**src/rtl/regfile_wb_arbiter.sv**
```systemverilog
// Register-file write-port controller: zeroes X1..X31 after reset/clear, then
// shares the single write port round-robin among NREQ writeback requesters.
module regfile_wb_arbiter #(
    parameter int NREQ = 3,
    parameter int XLEN = 64
) (
    input  logic                 clk,
    input  logic                 rst,
    input  logic                 clear,
    input  logic [NREQ-1:0]      req_valid,
    input  logic [5*NREQ-1:0]    req_rd,
    input  logic [XLEN*NREQ-1:0] req_data,
    output logic [NREQ-1:0]      req_ready,
    output logic [4:0]           writeR,
    output logic [XLEN-1:0]      write_data,
    output logic                 write,
    output logic                 init_done
);
    localparam int PW = (NREQ > 1) ? $clog2(NREQ) : 1;

    typedef enum logic {INIT, RUN} state_t;

    typedef struct packed {
        logic [4:0]      rd;
        logic [XLEN-1:0] data;
    } wb_req_t;

    state_t          state_q, state_d;
    logic [4:0]      cnt_q, cnt_d;
    logic [PW-1:0]   ptr_q, ptr_d;
    logic [4:0]      wr_d;
    logic [XLEN-1:0] data_d;
    logic            write_d, done_d;

    wb_req_t [NREQ-1:0] req;

    for (genvar k = 0; k < NREQ; k++) begin : g_unpack
        assign req[k].rd   = req_rd[5*k +: 5];
        assign req[k].data = req_data[XLEN*k +: XLEN];
    end

    // Rotating priority search starting at ptr; first valid requester wins.
    logic [NREQ-1:0] gnt;
    logic            gnt_any;
    logic [PW-1:0]   gnt_idx;

    always_comb begin
        logic [PW:0] idx;
        idx     = '0;
        gnt     = '0;
        gnt_any = 1'b0;
        gnt_idx = '0;
        for (int i = 0; i < NREQ; i++) begin
            idx = {1'b0, ptr_q} + (PW+1)'(i);
            if (idx >= (PW+1)'(NREQ))
                idx = idx - (PW+1)'(NREQ);
            if (!gnt_any && req_valid[idx[PW-1:0]]) begin
                gnt_any              = 1'b1;
                gnt_idx              = idx[PW-1:0];
                gnt[idx[PW-1:0]]     = 1'b1;
            end
        end
    end

    // clear overrides arbitration in the same cycle, so no transfer can slip in.
    logic arb_en, xfer;
    assign arb_en    = (state_q == RUN) && !clear;
    assign req_ready = arb_en ? gnt : '0;
    assign xfer      = arb_en && gnt_any;

    always_comb begin
        state_d = state_q;
        cnt_d   = cnt_q;
        ptr_d   = ptr_q;
        wr_d    = writeR;
        data_d  = write_data;
        write_d = 1'b0;
        done_d  = init_done;
        if (clear) begin
            state_d = INIT;
            cnt_d   = 5'd1;
            ptr_d   = '0;
            done_d  = 1'b0;
        end else begin
            case (state_q)
                INIT: begin
                    write_d = 1'b1;
                    wr_d    = cnt_q;
                    data_d  = '0;
                    cnt_d   = cnt_q + 5'd1;
                    if (cnt_q == 5'd31) begin
                        state_d = RUN;
                        done_d  = 1'b1;
                    end
                end
                RUN: begin
                    if (xfer) begin
                        wr_d    = req[gnt_idx].rd;
                        data_d  = req[gnt_idx].data;
                        // X0 is hardwired zero: consume the request but drop the write.
                        write_d = (req[gnt_idx].rd != 5'd0);
                        ptr_d   = (gnt_idx == PW'(NREQ-1)) ? '0 : gnt_idx + 1'b1;
                    end
                end
                default: state_d = INIT;
            endcase
        end
    end

    always_ff @(posedge clk or negedge rst) begin
        if (!rst) begin
            state_q    <= INIT;
            cnt_q      <= 5'd1;
            ptr_q      <= '0;
            writeR     <= '0;
            write_data <= '0;
            write      <= 1'b0;
            init_done  <= 1'b0;
        end else begin
            state_q    <= state_d;
            cnt_q      <= cnt_d;
            ptr_q      <= ptr_d;
            writeR     <= wr_d;
            write_data <= data_d;
            write      <= write_d;
            init_done  <= done_d;
        end
    end

endmodule

```
**config.mk**
```make
export PLATFORM = sky130hd
export DESIGN_NAME = regfile_wb_arbiter
export DESIGN_NICKNAME = d
export VERILOG_FILES = /design/src/rtl/regfile_wb_arbiter.sv
export SDC_FILE = /design/constraint.sdc
export NUM_CORES = 1
export LEC_CHECK = 0
export ABC_AREA = 1
export ABC_CLOCK_PERIOD_IN_PS = 2300
export CORE_UTILIZATION = 35
export CTS_CLUSTER_SIZE = 24
export DETAILED_ROUTE_END_ITERATION = 8
export PLACE_DENSITY = 0.76
export REMOVE_ABC_BUFFERS = 1
export SKIP_LAST_GASP = 1
export SYNTH_ARGS = -nofsm -noshare
export SYNTH_HDL_FRONTEND = slang
export SYNTH_SLANG_ARGS = --single-unit
```
**constraint.sdc**
```tcl
create_clock -name clk -period 2.3 [get_ports clk]
set_input_delay 0.23 -clock clk [delete_from_list [all_inputs] [get_ports clk]]
set_output_delay 0.23 -clock clk [all_outputs]
set_load 0.01 [all_outputs]
```
* Word level (Yosys, flattened, before mapping)
Index checks and enable logic that the tools add are counted.
** Word-level totals
- Register bits after elaboration :: 79
- Bits in latches :: 0
- Bits in writable memories :: 0
- Bits in read-only memories :: 0
- Output and inout port bits :: 74
- Logic and storage cells :: 95
- Memories kept :: 0
** Cells by class
- Add/sub/neg operators :: 7
- Multiply operators :: 0
- Divide/modulo/power cells :: 0
- Magnitude comparators :: 10
- Eq/ne operators :: 4
- Shift operators :: 0
- Multiplexer cells :: 46
- Bitwise logic cells :: 4
- Reduce and logical (&&, ||, !) cells :: 17
** Operators by type and width (number)
- $bmux 69 s2 :: 1
- $pmux 64 s2 :: 1
- $mux 69 :: 1
- $mux 64 :: 1
- $mux 2 :: 10
- $mux 1 :: 17
- $mux 5 :: 3
- $lt 2x3->1 const B :: 4
- $mux 3 :: 4
- $pmux 5 s2 :: 1
- $logic_and 1x1->1 :: 7
- $bmux 1 s2 :: 3
- $demux 1 s2 :: 3
- $ge 2x1->1 const B :: 3
- $ge 3x2->1 const B :: 2
- $or 3x3->3 :: 2
- $reduce_and 2->1 :: 3
- $reduce_bool 2->1 :: 3
- $sub 2x2->2 const B :: 3
- $add 5x1->5 const B :: 1
- $eq 5x5->1 const B :: 1
- $reduce_bool 5->1 :: 1
- $add 2x1->3 const B :: 1
- $add 2x2->3 const B :: 1
- 8 further kinds :: 11

* Longest topological paths before layout
- Word-level depth :: 17
- Depth in mapped cells :: 19
- Depth with buffers taken out :: 18

* Least setup slack after synthesis
No wires, ideal clock.
- Path type :: flip-flop to flip-flop
- From :: register ptr_q[0]
- To :: register write
- Library setup time :: 0.131 ns
- Arrival time :: 1.999 ns
- Setup slack :: 0.170 ns
- Stages on the path, launching flop included :: 16
- Cell sequence :: dfrtp_1 > inv_1 > ha_1 > inv_1 > nand3_1 > nand2_1 > nand4_1 > nand2_4 > inv_2 > buf_6 > nand2_1 > nor2_1 > nor2_1 > nand3_1 > nor2_1 > nor2_1
** Between the ends
- Word-level cells in the longest chain between the ends :: 17
** Ends and longest elaborated chain
- start: declaration :: RTL line 30 : logic [PW-1:0] ptr_q, ptr_d;
- start signal: assignment :: RTL line 122 : ptr_q <= ptr_d;
- parallel branches: the longest is 14 deep, another holds $add 2x1->3
- $mux 1 * :: RTL line 97 : if (xfer) begin
- $pmux 1 s2 * :: RTL line 85 : case (state_q)
- $mux 1 * :: RTL line 79 : if (clear) begin
- named net write_d :: RTL line 33 : logic write_d, done_d;
- end signal: assignment :: RTL line 125 : write <= write_d;
- end: declaration :: RTL line 16 : output logic write,
Mark *: on every way through the listed nets, which the timed path passes. The select of a mux whose other input is x is not followed.
A chain may end at the register's enable or synchronous reset.

* Final worst setup path
- From :: register ptr_q[1]
- To :: register write_data[29]
** Between the ends
- Word-level cells in the longest chain between the ends :: 15
** Ends and longest elaborated chain
- parallel branches: the longest is 15 deep, another holds $add 2x1->3
- end signal: assignment :: RTL line 124 : write_data <= data_d;
- end: declaration :: RTL line 15 : output logic [XLEN-1:0] write_data,
Parallel ways; which one is timed is not known. The select of a mux whose other input is x is not followed.

==> results by group <==
Status
  – Status: finished with violations
  – Failing checks: negative setup slack

Synth
  – Post-synthesis mux area share: 0
  – Post-synthesis cell count: 718
  – Ys Warns: 0
  – Sequential share of the synthesized area: 0.410
  – Largest area contributor in the netlist: dfrtp_1
  – Compound-Gate Fraction of Synth Area: 0.168
  – Post-Synth XOR/XNOR Area: 0.00181
  – Async SR Flop Fraction: 1.00
  – Post-Synth Simple-Gate Area: 0.337
  – Synthesized flop and latch total: 79
  – Adder-cell area share of the yosys netlist: 0.0155
  – Combinational family with the most area after synthesis: simple AND/OR/NAND/NOR gates
  – Post-synth top area share: 0.404
  – Netlist cell types: 30
  – Avg Cell Area, Syn: 6.73 sq um
  – Primary FF master, synth: dfrtp_1
  – Synthesized area: 4830 sq um
  – Leading post-synthesis cells by cell area: dfrtp_1 (40%), nand2_1 (23%), o21ai_1 (7.3%)
  – Post-synth EDFFs: 0

Detailed routing
  – DRC violations left: 0
  – Post-route antenna net violation count: 0
  – Detailed Route WL: 19000 um
  – Per-cell routed wire length: 15.8 um
  – Avg Vias per Cell: 4.97
  – DR vias: 5982
  – Drt pass-1 iters: 4
  – DR iter-0 viols: 282

Place
  – Dpl hpwl: 13100 um
  – Dpl ws: -0.124 ns
  – Placer Congestion: 0.874
  – I/O Buffers: 286
  – Area after DPL: 8050 sq um

Final layout
  – Fin area: 8810 sq um
  – Nets: 1243
  – Area Growth Syn to Fin: 82.3%
  – Layout cells sized above 1: 0.116
  – End-of-flow core utilization: 0.660
  – N_diodes: 0

Pwr
  – PD cells: 431 nW/um^2
  – Static Leak: 3.99 nW
  – Power, Total: 0.00379 W
  – Maximum VDD drop: 0.381 mV

Timing
  – Highest Clock Rate: 430 MHz
  – Tightest Pin Transition: 0.409 ns
  – Final Hold Viols: 0
  – Slew Limit Fails: 0
  – Final setup fails: 3
  – Slew HR: 0.728
  – Final worst slack: -0.0232 ns
  – Final Skew: 0.00766 ns
  – Unrepaired setup endpoints after global routing: true
  – Hold_ws: 0.373 ns
  – Fin crit share: 1.01
  – Min Tclk post-route: 2.32 ns

Clock network
  – Clock latency on the worst-skew pair: 0.33 ns
  – TritonCTS clock tree: yes
  – CTS HTree Levels: 3
  – Longest Clk Path Bufs: 2
  – Root buf cell: clkbuf_16
  – Reg clk slew, reported paths: 0.06 ns
  – Clock Sinks: 79
  – CTS buffer count: 9

Floorplan
  – DIE AREA: 14300 sq um
  – Chip height: 119 um
  – DIE WIDTH: 119 um
  – Core box area: 13300 sq um
  – Initial core utilization: 0.362
  – Num rows: 42
  – Top-level I/O count: 287

Setup path
  – Crit path arrival time: 2.54 ns
  – CP delay by family, top: simple AND/OR/NAND/NOR gates
  – Worst-path fanout max: 35
  – Crit start category: flop
  – Sum of buffers and inverters on the critical path: 4
  – CP endpoint kind: flop
  – Worst Path Required: 2.52 ns
  – Crit-path cells: inv_2 > ha_4 > inv_4 > nand2_4 > nand2_4 > a21oi_4 > nand3_2 > buf_6 > nand3_4 > nand2_8 > buf_12 > o21ai_0 > o21ai_1 > nand2_1 > nand2_1
  – Worst Path Class, Setup: flop to flop
  – Slowest cell on crit path: dfrtp_1
  – CP max stage delay: 0.43 ns

Global routing
  – Grt ovf: 0
  – Initial antenna violation count: 0
  – First-pass GRT wire length: 27800 um
  – Largest net degree at the start of global routing: 51
  – Number of global-route vias before repair: 5637
  – GRT Total Usage: 0.247

Job
  – Max_cap viols: 0

Worst hold path
  – Min-delay worst type: input port to async pin
[state kept, by name (all words and copies together) (netlist names)]
signal      flops
write_data     64
cnt_q           5
writeR          5
ptr_q           2
init_done       1
state_q         1
write           1
[path summary, 6_finish.rpt]
check                                           start                          to  slack [ns]  cells after the start
max                              ptr_q[1]$_DFFE_PN0P_  write_data[29]$_DFFE_PN0P_       -0.02                     15
max reg2reg                      ptr_q[1]$_DFFE_PN0P_  write_data[29]$_DFFE_PN0P_       -0.02                     15
max in group asynchronous                         rst  write_data[21]$_DFFE_PN0P_        1.32                      3
min                                               rst        cnt_q[1]$_DFFE_PN0N_        0.37                      2
min reg2reg                write_data[54]$_DFFE_PN0P_  write_data[54]$_DFFE_PN0P_        0.48                      2
min in group clk           write_data[54]$_DFFE_PN0P_  write_data[54]$_DFFE_PN0P_        0.48                      2
[cell type report]
type	count	area [sq um]
Clock buffer	14	254
Fill cell	1174	4540
Sequential cell	79	1980
Multi-Input combinational cell	571	2690
Inverter	26	126
Tap cell	176	220
Timing Repair Buffer	337	3530
Clock inverter	1	5.00
[cell usage after synthesis (4+ instances only)]
master and number:
a21oi_1 11, buf_1 5, buf_2 10, buf_4 4, buf_6 6, clkbuf_1 15
dfrtp_1 78, ha_1 6, inv_1 21, inv_2 5, nand2_1 298, nand3_1 20
nor2_1 77, o21ai_0 66, o21ai_1 70
[power breakdown]
part	switching [W]	internal [W]
sequential	0.0000148	0.00141
clock	0.000518	0.000754
combinational	0.000475	0.000620
total	0.00101	0.00278
[worst reg2reg max path, stage by stage, from the launching register on]
cell,delay [ns]
dfrtp_1,0.43
inv_2,0.11
ha_4,0.18
inv_4,0.05
nand2_4,0.08
nand2_4,0.07
a21oi_4,0.22
nand3_2,0.13
buf_6,0.14
nand3_4,0.08
nand2_8,0.13
buf_12,0.20
o21ai_0,0.19
o21ai_1,0.10
nand2_1,0.06
nand2_1,0.05
[layout by cell type, fill, tap and decap left out, types with 3 or more instances in the layout]
cell             Yosys  routed
o22ai_1              3       3
inv_1               21      14
clkbuf_16            0      15
buf_6                6       7
a21oi_1             11      11
o21ai_1             70      95
buf_4                4      25
inv_2                5       8
clkdlybuf4s50_1      0     282
dfrtp_1             78      78
nand3_2              3       6
nand3_1             20      15
nor2_1              77      73
o21ai_2              2       5
o21ai_0             66      36
nand2_2              3      10
nand2_1            298     289
nand2_4              3       4
clkbuf_1            15       4
nor2_2               0       3
buf_12               0      12
[timing repair]
item,in CTS,in global routing
gates cloned,1,6
setup endpoints to repair,71,72
hold endpoints to repair,28,0
setup buffers,2,7
resized for setup,17,95
hold buffers,1,0
pin swaps,2,23
[stage by stage]
step / TNS, ns / cells
6_report: -0.0530 / 1204
5_1_grt: -5.37 / 1204
4_1_cts: -0.0943 / 1191
3_5_place_dp: -4.19 / 1172
3_3_place_gp: -0.496 / 1172
2_1_floorplan: -38.91 / 676
[routing by layer]
metal,part of all wire,up-vias,GRT usage
met5,0,-,0
met4,0.028,0,0.0953
met3,0.068,38,0.0570
met2,0.51,251,0.440
met1,0.40,2770,0.286
li1,-,2923,-
[cell families (layout without fill, tap and decap cells)]
group,after synthesis,in the layout
and+or+nand+nor,409,409
AOI/OAI and AO/OA,155,155
DFF,79,79
buffers and inverters,68,378
adders and majority gates,6,6
xor gates and xnor gates,1,1
No activity file was read; power rests on OpenSTA's default activity.
